$ cat src/rtl/instr_fetch_sequencer_if.sv
// instr_fetch_sequencer_if: req/ack instruction memory bus between the fetch sequencer and memory
interface instr_fetch_sequencer_if #(
    parameter int ADDR_WIDTH = 12
) ();
    logic                  mem_req;
    logic [ADDR_WIDTH-1:0] mem_addr;
    logic [15:0]           mem_rdata;
    logic                  mem_ack;

    modport master (
        output mem_req,
        output mem_addr,
        input  mem_rdata,
        input  mem_ack
    );

    modport slave (
        input  mem_req,
        input  mem_addr,
        output mem_rdata,
        output mem_ack
    );
endinterface

$ cat src/rtl/instr_fetch_sequencer.sv
// instr_fetch_sequencer: fetches instructions over req/ack and sequences timing steps T0..T15
module instr_fetch_sequencer #(
    parameter int                    ADDR_WIDTH = 12,
    parameter logic [ADDR_WIDTH-1:0] RESET_PC   = '0,
    parameter int                    TIMEOUT    = 255
) (
    input  logic                  clk,
    input  logic                  rst,
    input  logic                  run,
    input  logic                  sc_clr,
    input  logic                  halt_req,
    input  logic                  pc_load,
    input  logic [ADDR_WIDTH-1:0] pc_load_val,
    instr_fetch_sequencer_if.master bus,
    output logic [15:0]           ir,
    output logic [3:0]            opcode,
    output logic [3:0]            t_count,
    output logic [ADDR_WIDTH-1:0] pc,
    output logic                  instr_valid,
    output logic                  halted,
    output logic                  fault
);
    typedef enum logic [1:0] {IDLE, FETCH, EXEC, HALTED} state_t;

    // The wait counter has counted TIMEOUT-1 idle request cycles when this matches,
    // so the next unacknowledged edge is the TIMEOUT-th request cycle.
    localparam logic [15:0] WAIT_LAST = 16'(TIMEOUT - 1);

    state_t                state, state_n;
    logic [ADDR_WIDTH-1:0] pc_n;
    logic [15:0]           ir_n;
    logic [3:0]            sc, sc_n;
    logic [15:0]           wait_cnt, wait_n;
    logic                  fault_n;

    // State and datapath registers; reset wins over any in-flight handshake
    always_ff @(posedge clk) begin
        if (rst) begin
            state    <= IDLE;
            pc       <= RESET_PC;
            ir       <= '0;
            sc       <= '0;
            wait_cnt <= '0;
            fault    <= 1'b0;
        end else begin
            state    <= state_n;
            pc       <= pc_n;
            ir       <= ir_n;
            sc       <= sc_n;
            wait_cnt <= wait_n;
            fault    <= fault_n;
        end
    end

    // Next-state logic: fetch handshake, timeout, timing count and end-of-instruction
    always_comb begin
        state_n = state;
        pc_n    = pc;
        ir_n    = ir;
        sc_n    = sc;
        wait_n  = wait_cnt;
        fault_n = fault;
        case (state)
            IDLE: begin
                if (run) begin
                    state_n = FETCH;
                    wait_n  = '0;
                end
            end
            FETCH: begin
                if (bus.mem_ack) begin
                    ir_n    = bus.mem_rdata;
                    pc_n    = pc + ADDR_WIDTH'(1);
                    sc_n    = '0;
                    wait_n  = '0;
                    state_n = EXEC;
                end else if (wait_cnt == WAIT_LAST) begin
                    fault_n = 1'b1;
                    state_n = HALTED;
                end else begin
                    wait_n = wait_cnt + 16'd1;
                end
            end
            EXEC: begin
                if (sc_clr) begin
                    sc_n    = '0;
                    pc_n    = pc_load ? pc_load_val : pc;
                    state_n = halt_req ? HALTED : (run ? FETCH : IDLE);
                    wait_n  = '0;
                end else if (sc == 4'hF) begin
                    fault_n = 1'b1;
                    state_n = HALTED;
                end else begin
                    sc_n = sc + 4'd1;
                end
            end
            default: ;
        endcase
    end

    assign bus.mem_req  = (state == FETCH);
    assign bus.mem_addr = (state == FETCH) ? pc : '0;
    assign opcode       = ir[15:12];
    assign t_count      = (state == EXEC) ? sc : 4'd0;
    assign instr_valid  = (state == EXEC);
    assign halted       = (state == HALTED);
endmodule

$ cat src/flat_wrapper.sv
// flat-port wrapper written by rule: the top's interface ports become plain ports
module instr_fetch_sequencer_flat 
#(
    parameter int                    ADDR_WIDTH = 12,
    parameter logic [ADDR_WIDTH-1:0] RESET_PC   = '0,
    parameter int                    TIMEOUT    = 255
)
  (clk, rst, run, sc_clr, halt_req, pc_load, pc_load_val, ir, opcode, t_count, pc, instr_valid, halted, fault, bus_mem_req, bus_mem_addr, bus_mem_rdata, bus_mem_ack);
  instr_fetch_sequencer_if #(.ADDR_WIDTH(ADDR_WIDTH)) bus_i ();
  input  logic clk;
  input  logic rst;
  input  logic run;
  input  logic sc_clr;
  input  logic halt_req;
  input  logic pc_load;
  input  logic [ADDR_WIDTH-1:0] pc_load_val;
  output logic [15:0] ir;
  output logic [3:0] opcode;
  output logic [3:0] t_count;
  output logic [ADDR_WIDTH-1:0] pc;
  output logic instr_valid;
  output logic halted;
  output logic fault;
  output wire logic [$bits(bus_i.mem_req)-1:0] bus_mem_req;
  output wire logic [$bits(bus_i.mem_addr)-1:0] bus_mem_addr;
  input wire logic [$bits(bus_i.mem_rdata)-1:0] bus_mem_rdata;
  input wire logic [$bits(bus_i.mem_ack)-1:0] bus_mem_ack;
  assign bus_mem_req = bus_i.mem_req;
  assign bus_mem_addr = bus_i.mem_addr;
  assign bus_i.mem_rdata = bus_mem_rdata;
  assign bus_i.mem_ack = bus_mem_ack;
  instr_fetch_sequencer #(.ADDR_WIDTH(ADDR_WIDTH), .RESET_PC(RESET_PC), .TIMEOUT(TIMEOUT)) u_core (.clk(clk), .rst(rst), .run(run), .sc_clr(sc_clr), .halt_req(halt_req), .pc_load(pc_load), .pc_load_val(pc_load_val), .bus(bus_i), .ir(ir), .opcode(opcode), .t_count(t_count), .pc(pc), .instr_valid(instr_valid), .halted(halted), .fault(fault));
endmodule
$ cat config.mk
export PLATFORM = sky130hd
export DESIGN_NAME = instr_fetch_sequencer_flat
export DESIGN_NICKNAME = d
export VERILOG_FILES = /design/src/rtl/instr_fetch_sequencer_if.sv /design/src/rtl/instr_fetch_sequencer.sv /design/src/flat_wrapper.sv
export SDC_FILE = /design/constraint.sdc
export NUM_CORES = 1
export LEC_CHECK = 0
export CORE_ASPECT_RATIO = 1.1
export CORE_MARGIN = 5
export CORE_UTILIZATION = 47
export CTS_CLUSTER_DIAMETER = 40
export DETAILED_ROUTE_END_ITERATION = 12
export GPL_TIMING_DRIVEN = 0
export HOLD_SLACK_MARGIN = 0.08
export PLACE_DENSITY = 0.8
export SLEW_MARGIN = 15
export SYNTH_ARGS = -nofsm -noshare
export SYNTH_HDL_FRONTEND = slang
export SYNTH_SLANG_ARGS = --single-unit
$ cat constraint.sdc
create_clock -name clk -period 2.6 [get_ports clk]
set_input_delay 0.78 -clock clk [delete_from_list [all_inputs] [get_ports clk]]
set_output_delay 0.78 -clock clk [all_outputs]
set_load 0.05 [all_outputs]
* Yosys cells after proc, flatten, opt, wreduce, memory -nomap -nowiden
Index checks and enable logic that the tools add are counted.
Word-level totals: flip-flop bits (word level) 51, output and inout bits 52
Cells by class: add/subtract/negate cells 3, equality and inequality tests 17, muxes and demuxes 28, reductions and logical operators 9
Operators with widths (number):
- 2-to-1 mux 16 bit | 4
- 2-to-1 mux 12 bit | 4
- case mux 16 bit (3 select lines) | 1
- case mux 12 bit (2 select lines) | 1
- adder 16 x 1 -> 16 bit (second input constant) | 1
- == test 16 x 8 -> 1 bit (second input constant) | 1
- 2-to-1 mux 4 bit | 4
- adder 12 x 1 -> 12 bit (second input constant) | 1
- 2-to-1 mux 2 bit | 6
- AND reduction 4 bit | 3
- != test 2 bit (second input constant) | 5
- case mux 4 bit (2 select lines) | 1
- != test 2 x 1 -> 1 bit (second input constant) | 3
- != test 3 bit (second input constant) | 2
- case mux 2 bit (3 select lines) | 1
- 2-to-1 mux 1 bit | 5
- AND reduction 5 bit | 1
- adder 4 x 1 -> 4 bit (second input constant) | 1
- == test 2 bit (second input constant) | 2
- == test 4 bit (second input constant) | 1
- != test 3 x 1 -> 1 bit (second input constant) | 1
- != test 3 x 2 -> 1 bit (second input constant) | 1
- AND reduction 3 bit | 1
- nonzero test 3 bit | 1
- 5 further kinds | 5

* Longest topological paths before layout
depth after elaboration 4, mapped depth 8, depth with buffers taken out 6

* Worst setup path after synthesis
OpenSTA, ideal clock, no wires.
path kind flip-flop to output port, from register u_core.state[0], to output t_count[0], data arrival time 1.784 ns, setup slack 0.036 ns, cell stages (with the launch flop) 6, path buffers 2, cell sequence dfxtp_1 -> inv_1 -> ha_1 -> buf_6 -> clkbuf_1 -> and2_1
On the way: longest elaborated chain between the ends 2
RTL lines:
- from (decl) | RTL line instr_fetch_sequencer.sv:29 | state_t state, state_n;
- from (signal assigned) | RTL line instr_fetch_sequencer.sv:46 | state <= state_n;
- == test 2 bit
- via instr_valid | RTL line flat_wrapper.sv:21 | output logic instr_valid;
- 2-to-1 mux 4 bit | RTL line instr_fetch_sequencer.sv:104 | assign t_count = (state == EXEC) ? sc : 4'd0;
- to (decl) | RTL line flat_wrapper.sv:19 | output logic [3:0] t_count;
The timed path passes the listed nets, and every way through them passes these cells.

* Worst setup path in the final report
from register u_core.state[0], to output t_count[3]
On the way: longest elaborated chain between the ends 2
RTL lines (RTL line):
- == test 2 bit | instr_fetch_sequencer.sv:104
- 2-to-1 mux 4 bit | instr_fetch_sequencer.sv:104
Every way passes these cells.

==> impl_metrics.csv <==
group,metric,value,unit
cts,clockBufferDepth,2,
final_layout,diodes,0,
drt,antenna_left,0,
yosys,synth_mux_area_frac,0.01083,
cts,htreeDepth,2,
critical_path,cp_max_fo,19,
die,die_y,92.23,um
critical_path,crit_end,"t_count[3]",
yosys,async_reset_ff_frac,0,
sta,hold_viol_final,0,
cts,cts_made_buffers,5,
drt,first_iter_violations,119,
power,vdd_ir_drop_max,365.7,uV
power,sw_frac_of_total,0.4164,
die,ios,87,
yosys,synth_compound_area_frac,0.2378,
sta,rsz0062_at_grt,"no",
final_layout,final_cell_area,0.003971,mm^2
critical_path,r2r_cells,8,
global_routing,grt_pass1_vias,3196,
global_routing,antenna_found_initial,0,
power,p_seq_frac,0.344,
yosys,synth.most_common_cell,"nand2_1",
power,switching_power,1.118,mW
sta,period_share,0.9686,
final_layout,multiInputGateArea,0.001707,mm^2
drt,routed_via_density,5.779,
power,p_leak,1.401,nW
final_layout,fillers,532,
yosys,synth_top_family_by_area,"simple AND/OR/NAND/NOR gates",
placement,dp_hpwl,6434,um
yosys,synthAdderAreaFrac,0.03465,
final_layout,seq_area,0.001021,mm^2
final_layout,utilization,0.6531,
sta,fin_hold_ws,0.4601,ns
yosys,synth_xor_area_frac,0,
sta,slew_viol_final,0,
yosys,syn_area,0.002889,mm^2
critical_path,cp_num_buf_inv,3,
die,core_area,0.006081,mm^2
power,p_comb_frac,0.432,
yosys,ys_types,57,
power,p_int,1.567,mW
cts,holdBufCountCts,0,
die,dieArea,0.007817,mm^2
critical_path,cp.depth,5,
die,die_w,84.76,um
final_layout,fin_nets,505,
cts,cts_tree,"yes",
yosys,synth_edf_count,0,
critical_path,worst_path_largest_cell_delay,0.41,ns
run_status,status,"complete, no violations",
global_routing,overflow,0,
critical_path,crit_path_end_kind,"output port",
critical_path,cp_slowest_cell,"dfxtp_1",
yosys,ys.flop_type,"dfxtp_1",
power,powerDensity,676.0,mW/mm^2
yosys,yosys.area.top_type,"dfxtp_1",
cts,cts.sink_count,51,
critical_path,crit_type,"register to output port",
critical_path,path_delay_family,"buffers and inverters",
hold_path,hp-class,"register to register",
die,rows,30,
critical_path,r2r-end,"u_core.wait_cnt[9]$_SDFFE_PP0P_",
yosys,synth-simple-area-share,0.3032,
yosys,syn_nets,413,
sta,setup_viol,0,
global_routing,grt_start_max_net_pins,20,
sta,clock_skew,0.006330,ns
drt,routed_wl,8811,um
flow_run,cap_viol_max_count,0,
global_routing,grt_first_pass_wirelength,14390,um
yosys,ys_warn_count,0,
drt,routedWlPerCell,16.23,um
critical_path,required,1.82,ns
placement,io_buffer_count,86,
placement,placed_cell_area,0.003850,mm^2
final_layout,final_layout_size_suffix_gt1_frac,0.09071,
yosys,synth_seq_area_share,0.3534,
critical_path,worstPathCellList,"inv_1 -> ha_1 -> buf_6 -> and2_1 -> clkdlybuf4s15_2",
drt,dr.pass1.iters,4,
cts,ctsRootBufferMaster,"clkbuf_8",
critical_path,startpoint,"u_core.state[0]$_SDFFE_PP0P_",
critical_path,start_kind,"register",
cts,clkTransAtPathRegs,0.10,ns
placement,place_congestion,0.9091,
sta,worst_pin_slew,0.5546,ns
yosys,synth-seq-cells,51,
sta,fmax,397.1,MHz
final_layout,syn_to_final_growth,37.46,%
die,initial_utilization,0.4751,
yosys,syn_inst,370,
yosys,synth.top_cell.area_share,0.3534,
cts,clk_latency,0.31,ns
critical_path,timing.rr.start,"u_core.state[0]$_SDFFE_PP0P_",
drt,vias,3138,
power,power_frac_clock,0.224,
sta,slew_headroom,0.6303,
global_routing,groute.usage.overall,0.2219,
sta,fin_crit,2.518,ns
yosys,syn_avg_cell_area,7.808,um^2
yosys,synthTopCellsByArea,"dfxtp_1 35%, nand2_1 9.2%, a21oi_1 6.1%",
drt,drcViolationCount,0,
yosys,synth_top_cells_by_count,"71 x nand2_1, 51 x dfxtp_1, 35 x a21oi_1",
critical_path,arrival,1.74,ns
critical_path,r2r_slack,0.33,ns
==> per-layer routing <==
layer | routed length (um) | global-route usage | share of wire | up-vias
met5 | 0 | 0 | 0 | -
met4 | 137 | 0.09235 | 0.016 | 0
met3 | 558 | 0.05211 | 0.063 | 13
met2 | 4601 | 0.4034 | 0.52 | 115
met1 | 3514 | 0.2442 | 0.40 | 1476
li1 | - | - | - | 1534
==> layout by cell type, fill, tap and decap left out, types with 12 or more instances in the layout <==
cell	count
dfxtp_1	51
nand3_1	15
a21oi_1	35
a31oi_1	13
clkdlybuf4s50_1	67
nand2_1	71
and2_1	17
o21ai_0	14
or4_1	12
==> sequential cells by signal, summed over array words and instances, names as in the netlist <==
name and count:
u_core.wait_cnt 16, u_core.fault 1, u_core.pc 12, u_core.sc 4
u_core.state 2, u_core.ir 16
==> worst reg2reg max path, cell delays in order, from the launching register on <==
cell and delay [ns]:
dfxtp_1 0.41, inv_1 0.10, ha_1 0.24, buf_6 0.17, nand2b_1 0.26, nand4_4 0.20, buf_6 0.19, or4b_1 0.49
a21oi_1 0.14
==> cells by family (layout without fill, tap and decap cells) <==
family | Yosys count | count (layout)
AND/OR/NAND/NOR | 166 | 166
multiplexers | 3 | 3
flip-flops | 51 | 51
buffers and inverters | 36 | 129
AO/OA/AOI/OAI | 106 | 106
adder cells (fa/ha/maj) | 8 | 8
==> final cells by class <==
class | instances | share of cell area
clock inverters | 2 | 0.009767
clock buffers | 6 | 0.02079
well taps | 80 | 0.02520
repair buffers | 86 | 0.2142
flip-flops and latches | 51 | 0.2571
plain buffers | 26 | 0.03466
inverters | 9 | 0.008507
multi-input cells | 283 | 0.4297
==> metrics by stage <==
step	power (mW)	setup slack, ns	instances	TNS (ns)
after global routing	2.810	0.002045	543	0
after CTS	2.673	0.004890	543	0
final	2.685	0.08153	543	0
after detailed placement	2.085	-0.3118	536	-4.458
after global placement	2.067	-0.2954	536	-3.756
after floorplan	1.705	0.03580	370	0
==> power groups by stage <==
stage	Sequential (mW)	Combinational (mW)	Clock [mW]
detailed placement	0.935	1.15	0
finish	0.924	1.16	0.602
global route	0.934	1.24	0.634
CTS	0.919	1.14	0.609
global placement	0.932	1.13	0
floorplan	1.13	0.576	0
==> worst min path at each step <==
stage	end	cells past startpoint	startpoint
2_1_floorplan	u_core.wait_cnt[7]$_SDFFE_PP0P_	1	u_core.wait_cnt[7]$_SDFFE_PP0P_
3_3_place_gp	u_core.ir[5]$_SDFFE_PP0P_	2	u_core.ir[5]$_SDFFE_PP0P_
3_5_place_dp	u_core.ir[6]$_SDFFE_PP0P_	2	u_core.ir[6]$_SDFFE_PP0P_
4_1_cts	u_core.ir[6]$_SDFFE_PP0P_	2	u_core.ir[6]$_SDFFE_PP0P_
5_1_grt	u_core.ir[4]$_SDFFE_PP0P_	2	u_core.ir[4]$_SDFFE_PP0P_
6_report	u_core.ir[4]$_SDFFE_PP0P_	2	u_core.ir[4]$_SDFFE_PP0P_
==> timing repair <==
item	4_1_cts	5_1_grt
gates resized for setup	51	10
endpoints found under the setup margin	17	13
setup buffers	0	0
(Power assumes the default switching activity.)
